==> src/rtl/fft_pkg.sv <==
// Shared types and helpers for the FFT bit-reverse reorder block.
// Latency: n/a (types and a pure function only).
// Backpressure: n/a.
package fft_pkg;

  typedef enum logic {
    BANK_EMPTY = 1'b0,
    BANK_FULL  = 1'b1
  } bank_state_t;

  // Reverse the low nbits bits of value; bits above nbits come back as zero.
  function automatic logic [31:0] bitrev(input logic [31:0] value, input int nbits);
    logic [31:0] r;
    r = '0;
    for (int i = 0; i < 32; i++) begin
      if (i < nbits) begin
        r[i] = value[nbits-1-i];
      end
    end
    return r;
  endfunction

endpackage

==> src/rtl/fft_bitrev_reorder_if.sv <==
// Sample stream bundle for the reorder block: bit-reversed input side and natural-order output side.
// Latency: n/a (wiring only).
// Backpressure: valid/ready on each side; slave is the reorder block, master is the environment.
interface fft_bitrev_reorder_if #(
  parameter int DATA_WIDTH = 16
);

  logic                  in_valid;
  logic                  in_ready;
  logic [DATA_WIDTH-1:0] in_re;
  logic [DATA_WIDTH-1:0] in_im;
  logic                  out_valid;
  logic                  out_ready;
  logic [DATA_WIDTH-1:0] out_re;
  logic [DATA_WIDTH-1:0] out_im;
  logic                  out_last;

  modport master (
    output in_valid, in_re, in_im, out_ready,
    input  in_ready, out_valid, out_re, out_im, out_last
  );

  modport slave (
    input  in_valid, in_re, in_im, out_ready,
    output in_ready, out_valid, out_re, out_im, out_last
  );

endinterface

==> src/rtl/fft_bitrev_bank.sv <==
// One frame of complex sample storage: registered write port, combinational read port.
// Latency: write visible on the read port the cycle after the write edge.
// Backpressure: none; the owner decides when to write.
module fft_bitrev_bank #(
  parameter int DATA_WIDTH = 16,
  parameter int N_POINTS   = 16,
  localparam int AW        = $clog2(N_POINTS)
) (
  input  logic                  clk,
  input  logic                  we,
  input  logic [AW-1:0]         waddr,
  input  logic [DATA_WIDTH-1:0] wre,
  input  logic [DATA_WIDTH-1:0] wim,
  input  logic [AW-1:0]         raddr,
  output logic [DATA_WIDTH-1:0] rre,
  output logic [DATA_WIDTH-1:0] rim
);

  logic [DATA_WIDTH-1:0] mem_re [N_POINTS];
  logic [DATA_WIDTH-1:0] mem_im [N_POINTS];

  // Contents are never reset; the bank state in the owner decides validity.
  always_ff @(posedge clk) begin
    if (we) begin
      mem_re[waddr] <= wre;
      mem_im[waddr] <= wim;
    end
  end

  assign rre = mem_re[raddr];
  assign rim = mem_im[raddr];

endmodule

==> src/rtl/fft_bitrev_reorder.sv <==
// Ping-pong reorder of bit-reversed FFT output frames into natural bin order.
// Latency: first output valid the cycle after the last sample of a frame is accepted.
// Backpressure: in_ready drops when the write bank is still full; out side holds data while out_ready=0.
module fft_bitrev_reorder
  import fft_pkg::*;
#(
  parameter int DATA_WIDTH = 16,
  parameter int N_POINTS   = 16
) (
  input logic                  clk,
  input logic                  rst,
  fft_bitrev_reorder_if.slave  bus
);

  localparam int            AW       = $clog2(N_POINTS);
  localparam logic [AW-1:0] LAST_IDX = AW'(N_POINTS - 1);

  bank_state_t           bank_state [2];
  logic [AW-1:0]         wr_cnt;
  logic [AW-1:0]         rd_cnt;
  logic                  wr_sel;
  logic                  rd_sel;
  logic                  accept;
  logic                  xfer;
  logic                  wr_done;
  logic                  rd_done;
  logic [AW-1:0]         wr_addr;
  logic [DATA_WIDTH-1:0] rd_re [2];
  logic [DATA_WIDTH-1:0] rd_im [2];

  // Handshakes are gated by rst so nothing is offered or accepted while reset is held.
  assign bus.in_ready  = rst && (bank_state[wr_sel] == BANK_EMPTY);
  assign bus.out_valid = rst && (bank_state[rd_sel] == BANK_FULL);
  assign accept        = bus.in_valid && bus.in_ready;
  assign xfer          = bus.out_valid && bus.out_ready;
  assign wr_done       = accept && (wr_cnt == LAST_IDX);
  assign rd_done       = xfer && (rd_cnt == LAST_IDX);

  // Scatter on write so the read side simply walks addresses in order.
  assign wr_addr = AW'(bitrev(32'(wr_cnt), AW));

  for (genvar b = 0; b < 2; b++) begin : g_bank
    fft_bitrev_bank #(
      .DATA_WIDTH (DATA_WIDTH),
      .N_POINTS   (N_POINTS)
    ) u_bank (
      .clk   (clk),
      .we    (accept && (wr_sel == 1'(b))),
      .waddr (wr_addr),
      .wre   (bus.in_re),
      .wim   (bus.in_im),
      .raddr (rd_cnt),
      .rre   (rd_re[b]),
      .rim   (rd_im[b])
    );
  end

  assign bus.out_re   = bus.out_valid ? rd_re[rd_sel] : '0;
  assign bus.out_im   = bus.out_valid ? rd_im[rd_sel] : '0;
  assign bus.out_last = bus.out_valid && (rd_cnt == LAST_IDX);

  // Write-side counter and bank select advance on accepted samples.
  always_ff @(posedge clk) begin
    if (!rst) begin
      wr_cnt <= '0;
      wr_sel <= 1'b0;
    end else if (accept) begin
      wr_cnt <= wr_done ? '0 : wr_cnt + 1'b1;
      if (wr_done) begin
        wr_sel <= ~wr_sel;
      end
    end
  end

  // Read-side counter and bank select advance on transferred samples.
  always_ff @(posedge clk) begin
    if (!rst) begin
      rd_cnt <= '0;
      rd_sel <= 1'b0;
    end else if (xfer) begin
      rd_cnt <= rd_done ? '0 : rd_cnt + 1'b1;
      if (rd_done) begin
        rd_sel <= ~rd_sel;
      end
    end
  end

  // Bank states: a fill and a drain on the same edge always hit different banks, so both apply.
  always_ff @(posedge clk) begin
    for (int b = 0; b < 2; b++) begin
      if (!rst) begin
        bank_state[b] <= BANK_EMPTY;
      end else if (wr_done && (wr_sel == 1'(b))) begin
        bank_state[b] <= BANK_FULL;
      end else if (rd_done && (rd_sel == 1'(b))) begin
        bank_state[b] <= BANK_EMPTY;
      end
    end
  end

endmodule

==> src/flat_wrapper.sv <==
// flat-port wrapper written by rule: the top's interface ports become plain ports
module fft_bitrev_reorder_flat import fft_pkg::*;
#(
  parameter int DATA_WIDTH = 16,
  parameter int N_POINTS   = 16
)
  (clk, rst, bus_in_valid, bus_in_re, bus_in_im, bus_out_ready, bus_in_ready, bus_out_valid, bus_out_re, bus_out_im, bus_out_last);
  fft_bitrev_reorder_if #(.DATA_WIDTH(DATA_WIDTH)) bus_i ();
  input logic clk;
  input logic rst;
  input wire logic [$bits(bus_i.in_valid)-1:0] bus_in_valid;
  input wire logic [$bits(bus_i.in_re)-1:0] bus_in_re;
  input wire logic [$bits(bus_i.in_im)-1:0] bus_in_im;
  input wire logic [$bits(bus_i.out_ready)-1:0] bus_out_ready;
  output wire logic [$bits(bus_i.in_ready)-1:0] bus_in_ready;
  output wire logic [$bits(bus_i.out_valid)-1:0] bus_out_valid;
  output wire logic [$bits(bus_i.out_re)-1:0] bus_out_re;
  output wire logic [$bits(bus_i.out_im)-1:0] bus_out_im;
  output wire logic [$bits(bus_i.out_last)-1:0] bus_out_last;
  assign bus_i.in_valid = bus_in_valid;
  assign bus_i.in_re = bus_in_re;
  assign bus_i.in_im = bus_in_im;
  assign bus_i.out_ready = bus_out_ready;
  assign bus_in_ready = bus_i.in_ready;
  assign bus_out_valid = bus_i.out_valid;
  assign bus_out_re = bus_i.out_re;
  assign bus_out_im = bus_i.out_im;
  assign bus_out_last = bus_i.out_last;
  fft_bitrev_reorder #(.DATA_WIDTH(DATA_WIDTH), .N_POINTS(N_POINTS)) u_core (.clk(clk), .rst(rst), .bus(bus_i));
endmodule
==> config.mk <==
export PLATFORM = sky130hd
export DESIGN_NAME = fft_bitrev_reorder_flat
export DESIGN_NICKNAME = d
export VERILOG_FILES = /design/src/rtl/fft_pkg.sv /design/src/rtl/fft_bitrev_reorder_if.sv /design/src/rtl/fft_bitrev_bank.sv /design/src/rtl/fft_bitrev_reorder.sv /design/src/flat_wrapper.sv
export SDC_FILE = /design/constraint.sdc
export NUM_CORES = 1
export LEC_CHECK = 0
export CAP_MARGIN = 25
export CORE_ASPECT_RATIO = 0.7
export CORE_MARGIN = 5
export CORE_UTILIZATION = 35
export CTS_BUF_LIST = sky130_fd_sc_hd__clkbuf_8
export CTS_CLUSTER_SIZE = 14
export DETAILED_ROUTE_END_ITERATION = 12
export SLEW_MARGIN = 40
export SYNTH_ARGS = -nofsm -noshare
export SYNTH_HDL_FRONTEND = slang
export SYNTH_HIERARCHICAL = 1
export SYNTH_SLANG_ARGS = --single-unit
==> constraint.sdc <==
create_clock -name clk -period 10.8 [get_ports clk]
set_input_delay 2.16 -clock clk [delete_from_list [all_inputs] [get_ports clk]]
set_output_delay 2.16 -clock clk [all_outputs]
set_load 0.01 [all_outputs]
==> reports/qor.yml <==
global_route:
  antenna_found_initial: 3
  grt_max_degree: 84
  grt_pass1_wl_mm: 145
  track_usage_pct: 16.8
  grt_overflow: 0
  grt_pass1_vias: 20000
worst_setup_path:
  crit_type: "register to output port"
  critPathRequiredTime_ns: 8.64
  start_kind: "register"
  worstPathArrival_ns: 4.69
  endpoint_kind: "output port"
  crit_fanout: 56
cells_and_area:
  fin_area_um2: 45000
  layout.nets: 1982
  synthToLayoutAreaGrowth_pct: 13.7
  utilization_pct: 40.0
  drive_gt1_share_pct: 27.7
  fillers: 9841
detailed_routing:
  drtAntennaViolNets: 0
  vias: 19600
  vias_per_cell: 5.47
  dr.pass1.iters: 5
  drt-total-wl_mm: 102
  drtIter0Drc: 2232
  wl_per_cell_um: 28.4
  drc: 0
clock_network:
  cts_setup_buffers: 0
  clock-root-buffer: "clkbuf_8"
  cts_buffers: 148
  clock_latency_ns: 0.84
  cts_tree: "yes"
  h-tree-depth: 4
  clockBufferDepth: 3
  cts.sinks: 1038
  cts.repair.resized: 0
  ctsHoldBuffers: 0
  clk_pin_slew_ns: 0.06
synthesis:
  synthTopCellsByArea: "edfxtp_1 78%, mux4_2 15%, a22oi_1 2.4%"
  async_flop_share_pct: 0
  synth_enable_flop_cells: 1025
  ys_types: 35
  syn_area_um2: 39600
  synth_largest_area_cell: "edfxtp_1"
  ys_seq_elements: 1038
  yosys_warnings: 6
  syn_inst: 1762
  ys_seq_area_share_pct: 78.4
  synthFlopType: "edfxtp_1"
  synth_fp_nets: 1800
  syn_avg_cell_area_um2: 22.5
  synth_top_area_share_pct: 77.8
pwr:
  ir_drop_mv: 0.124
  power_leakage_nw: 13.6
  p_per_area_nw_per_um2: 165
place:
  dp_hpwl_mm: 54.6
  dpl_cell_area_um2: 42400
  io_buffers: 70
  routabilityCongestion: 0.760
floorplan:
  dieArea_um2: 120000
  rows: 103
  start_util_pct: 35.2
  ios: 71
  die_y_um: 291
  core_um2: 113000
  fp.dieW_um: 412
sta:
  finalClockSkew_ns: 0.0363
  tns_ns: 0
  fin_crit_sh_pct: 63.4
  max_freq_mhz: 146
  setup_violations: 0
  slew_viol_final: 0
  fin_crit_ns: 6.85
  hold_viol: 0
  slew_headroom_pct: 39.2
  worstMarginPinSlew_ns: 0.913
  rsz0062_at_grt: "false"
hold_path:
  hold_class: "register to register"
run_status:
  status: "finished clean"
job:
  maxCapViolCount: 0
[Yosys cell counts (2+ instances only)]
master    instances
o21ai_0           4
or4_1             2
buf_1            10
nand3b_1          4
o22ai_1           2
nand4_1           2
nor2b_1           4
and2_1            3
dfxtp_1          13
nand2b_1          5
buf_2            23
nor2_1           62
nor4b_1           2
mux2i_1          40
ha_1              2
mux4_2          256
buf_4            18
a22oi_1         128
nor3_1            9
a21oi_1           4
and3_1            2
edfxtp_1       1025
nand3_1           7
or3b_2            2
nand2_1          78
clkbuf_1         45
inv_1             2
[final cells by class]
cell class | instances | area (um^2) | share of cell area, %
timing repair buffer | 128 | 1070 | 2.37
clock inverter | 114 | 512 | 1.14
antenna | 1 | 2.50 | 0.00556
inverter | 2 | 7.51 | 0.0167
clock buffer | 152 | 2090 | 4.65
multi-input combinational | 626 | 8360 | 18.6
sequential | 1038 | 31100 | 69.0
tap | 1522 | 1900 | 4.23
[flip-flops by register name, summed over array words and instances (netlist names), named ones only]
name	cells
u_core/bank_state	2
u_core/rd_sel	1
u_core/wr_sel	1
u_core/wr_cnt	4
u_core/g_bank.u_bank/mem_re	512
u_core/g_bank.u_bank/mem_im	512
u_core/rd_cnt	4
[cells in the final DEF (no fill, tap or decap), drive strengths merged]
cell	count
clkdlybuf4s50	38
or3	1
nand3b	4
or3b	2
nand3	7
mux4	256
nor2	62
a22oi	128
dfxtp	13
a211oi	1
or4	2
o21a	1
a21oi	4
nand4b	1
clkinvlp	9
o22ai	2
nor4b	2
edfxtp	1025
and2	3
bufinv	1
nor2b	4
and3	2
buf	90
diode	1
mux2	2
o221ai	1
clkinv	32
nand2	78
o21ai	4
mux2i	40
clkbuf	152
o211a	1
nand2b	5
ha	2
nor3	9
inv	74
nand4	2
[cells by family after synthesis]
logic type | Yosys count | share of synthesized area (%)
compound gates | 142 | 2.65
fa+ha+maj | 2 | 0.0632
buf+inv | 98 | 1.17
flops | 1038 | 78.4
mux | 298 | 15.6
simple gates | 184 | 2.02
[path summary, 6_finish.rpt]
path	from	endpoint	slack (ns)	depth (start not counted)
min	u_core/bank_state[1]$_DFF_P_	u_core/bank_state[1]$_DFF_P_	0.54	2
max	u_core/rd_cnt[0]$_SDFFE_PN0P_	bus_out_re[2]	3.95	9
max reg2reg	register	u_core/g_bank[0].u_bank/mem_re[2][2]$_DFFE_PP_	7.51	6
min reg2reg	u_core/bank_state[1]$_DFF_P_	u_core/bank_state[1]$_DFF_P_	0.54	2
[worst max-delay path, cell delays in order, from the launching register on]
cell,delay [ns]
dfxtp_4,0.60
buf_12,0.29
buf_12,0.43
buf_16,0.39
mux4_2,0.57
a22oi_1,0.28
nand2_1,0.11
mux2i_1,0.43
nor2_1,0.10
clkdlybuf4s50_1,0.50
[where the power goes]
part	total, mW	switching [mW]	leakage [nW]	internal, mW
Combinational	0.188	0.120	2.74	0.0680
Clock	2.80	1.47	1.56	1.33
Sequential	4.43	0.00392	9.33	4.43
Total	7.42	1.60	13.6	5.83
[through the flow]
stage | total power, mW | instances | hold WS (ns) | worst slack [ns]
after global placement | 4.71 | 3312 | 0.500 | 4.21
final | 7.42 | 3583 | 0.540 | 3.95
after detailed placement | 4.71 | 3316 | 0.504 | 4.08
after floorplan | 4.61 | 1762 | 0.479 | 4.88
after CTS | 7.50 | 3582 | 0.533 | 3.81
after global routing | 7.70 | 3582 | 0.549 | 3.70
[routing by layer]
layer,vias up,global-route usage (%),part of all wire [%]
met4,2,4.68,1.8
li1,7855,-,-
met1,10700,26.7,46
met5,-,0,0.011
met3,134,3.59,9.3
met2,946,23.4,43
Power figures use the tool's default switching activity.
==> RTL edit (same flow settings) <==
`N_POINTS` is set to 16 in 3 places; all go to 8.
--- a/src/rtl/fft_bitrev_bank.sv
+++ b/src/rtl/fft_bitrev_bank.sv
@@ -5,3 +5,3 @@
   parameter int DATA_WIDTH = 16,
-  parameter int N_POINTS   = 16,
+  parameter int N_POINTS   = 8,
   localparam int AW        = $clog2(N_POINTS)
--- a/src/rtl/fft_bitrev_reorder.sv
+++ b/src/rtl/fft_bitrev_reorder.sv
@@ -7,3 +7,3 @@
   parameter int DATA_WIDTH = 16,
-  parameter int N_POINTS   = 16
+  parameter int N_POINTS   = 8
 ) (
--- a/src/flat_wrapper.sv
+++ b/src/flat_wrapper.sv
@@ -4,3 +4,3 @@
   parameter int DATA_WIDTH = 16,
-  parameter int N_POINTS   = 16
+  parameter int N_POINTS   = 8
 )
Formal check against the unedited RTL: not equivalent (a bounded check fails within 10 cycles, from zero or initial values and one cycle with rst low).
==> RTL edit against the unedited design <==
Synthesized area shrank 48%; global-route usage fell by 2.7 points; worst setup slack better by 35 ps; cell area is 47% lower; power fell by 47%; wire length fell by 55%; first-iteration DRC count is 72% lower; sequential cell count is 514 lower; largest cell class unchanged; highest routed layer is now met4.
==> RTL edit: results (changes against the unedited design) <==
* Run status: finished, final reports clean
* Initial antenna violation count at 0 (-3)
* Leakage power at 7.40 nW (-46%)
* Post_cts resized at 0 (unchanged)
* Post-DP HPWL at 23400 um (-57%)
* DR WL/cell at 24.0 um (-15%)
* Final #Nets at 1070 (-46%)
* Largest net degree at the start of global routing at 70 (-17%)
* Worst hold path type: reg2reg
* Async SR Flop Fraction at 0% (unchanged)
* Max H-tree Level at 3 (-1)
* Reg2reg setup slack at 7820 ps (+310 ps)
* Clock transition at path regs at 60 ps (about the same)
* Worst Skew at 47.8 ps (+11.4 ps)
* First-pass iteration count of the detailed router at 5 (unchanged)
* Switching power at 0.844 mW (-47%)
* CP Data Arrival Time at 4660 ps (-30 ps)
* Crit path top cell by count: clkdlybuf4s50_1
* First-pass GRT wire length at 66900 um (-54%)
* Fraction of layout cells with a size suffix above 1 at 24.2% (-3.5 points)
* Worst path max stage delay at 830 ps (+230 ps)
* GPL Wtd Cong at 0.685 (-9.9%)
* Most used DFF post-synth: edfxtp_1
* Top Registers: u_core/g_bank.u_bank/mem_im: 256 flops, u_core/g_bank.u_bank/mem_re: 256 flops
* Antenna cells at 0 (-1)
* Yosys warns at 6 (unchanged)
* Sequential area share after synthesis at 75.3% (-3.1 points)
* Hold Crit Depth at 2 (unchanged)
* Critical path peak fanout at 20 (-64%)
* Relative slew slack at 46.6% (+7.5 points)
* Hold buffer count at CTS at 0 (unchanged)
* Clk Latency, worst-skew pair at 650 ps (-190 ps)
* Length in cells of the worst reg-to-reg path at 6 (unchanged)
* Post-synthesis compound-gate area fraction at 0.368% (-2.3 points)
* Synth Area in Adders at 0.241% (+0.18 points)
* Slowest CP cell: clkdlybuf4s50_1
* Vias in the first global route at 9960 (-50%)
* Root Buffer: clkbuf_8
* Post CTS Setup Buffer Count at 0 (unchanged)
* Synth cell count leaders: edfxtp_1 (513), mux4_1 (80), mux2_2 (64)
* CTS Buf Count at 81 (-45%)
* Gr usage total at 14.2% (-2.7 points)
* Min Hold Slack at 523 ps (-16.9 ps)
* EDFF count, synth at 513 (-50%)
* Initial drt markers at 622 (-72%)
* Vias per cell at 5.04 (-7.9%)
* XOR/XNOR Fraction of Synth Area at 0% (unchanged)
* CTS Buffer Depth at 3 (unchanged)
* Worst ir drop on vdd at 94.3 uV (-24%)
* Top cells by area, synth: edfxtp_1 (74%), mux4_1 (10%), mux4_2 (5.2%), mux2_2 (3.5%), mux2i_1 (1.8%)
* Mapped Nets at 938 (-48%)
* Count of buffers from port buffering at 70 (unchanged)
* Multiplexer share of the synthesized area at 20.7% (+5.1 points)
* Distinct cells, synth at 30 (-14%)
[RTL edit: cell types whose count changed after synthesis, moves of 40 or more]
cell	before	now
a22oi_1	128	0
clkbuf_1	45	5
edfxtp_1	1025	513
mux2_2	1	64
mux4_1	0	80
mux4_2	256	48
nand2_1	78	12
[RTL edit: power by group through the flow]
stage	clock [mW]	sequential [mW]	combinational, mW
6_report	1.53	2.25	0.142
5_1_grt	1.67	2.25	0.154
4_1_cts	1.58	2.25	0.146
3_5_place_dp	0	2.29	0.145
3_3_place_gp	0	2.29	0.142
2_1_floorplan	0	2.29	0.0842
[RTL edit: routing by layer]
metal	track usage (%)	routed length [um]
met5	0	0
met1	20.7	21600
met4	3.24	714
met3	3.20	2100
met2	22.1	21100
[RTL edit: worst max-delay path, delay by kind of cell]
| family | cells | cell delay (ps) |
|---|---|---|
| AND/OR/NAND/NOR | 2 | 660 |
| buffers and inverters | 3 | 1790 |
[RTL edit: worst paths after layout]
kind,from,to
min,u_core/bank_state[1],u_core/bank_state[1]
max reg2reg,u_core/bank_state[0],u_core/g_bank[0].u_bank/mem_im[0][0]
min reg2reg,u_core/bank_state[1],u_core/bank_state[1]
max,rst,bus_out_last
[RTL edit: metrics by stage]
stage	std cells	cell area (sq um)	setup slack (ps)	power (mW)
after floorplan	898	20700	5500	2.37
after global placement	1744	22400	3980	2.43
after detailed placement	1745	22500	3920	2.44
after CTS	1890	23900	3910	3.97
after global routing	1890	23900	3750	4.07
final	1890	23900	3980	3.92
[RTL edit: cell type report]
type,count,area (sq um)
tap,798,998
fill,5182,34600
multi-input combinational,326,4910
clock buffer,83,1140
inverter,2,7.51
timing repair buffer,95,916
clock inverter,62,338
sequential,524,15600
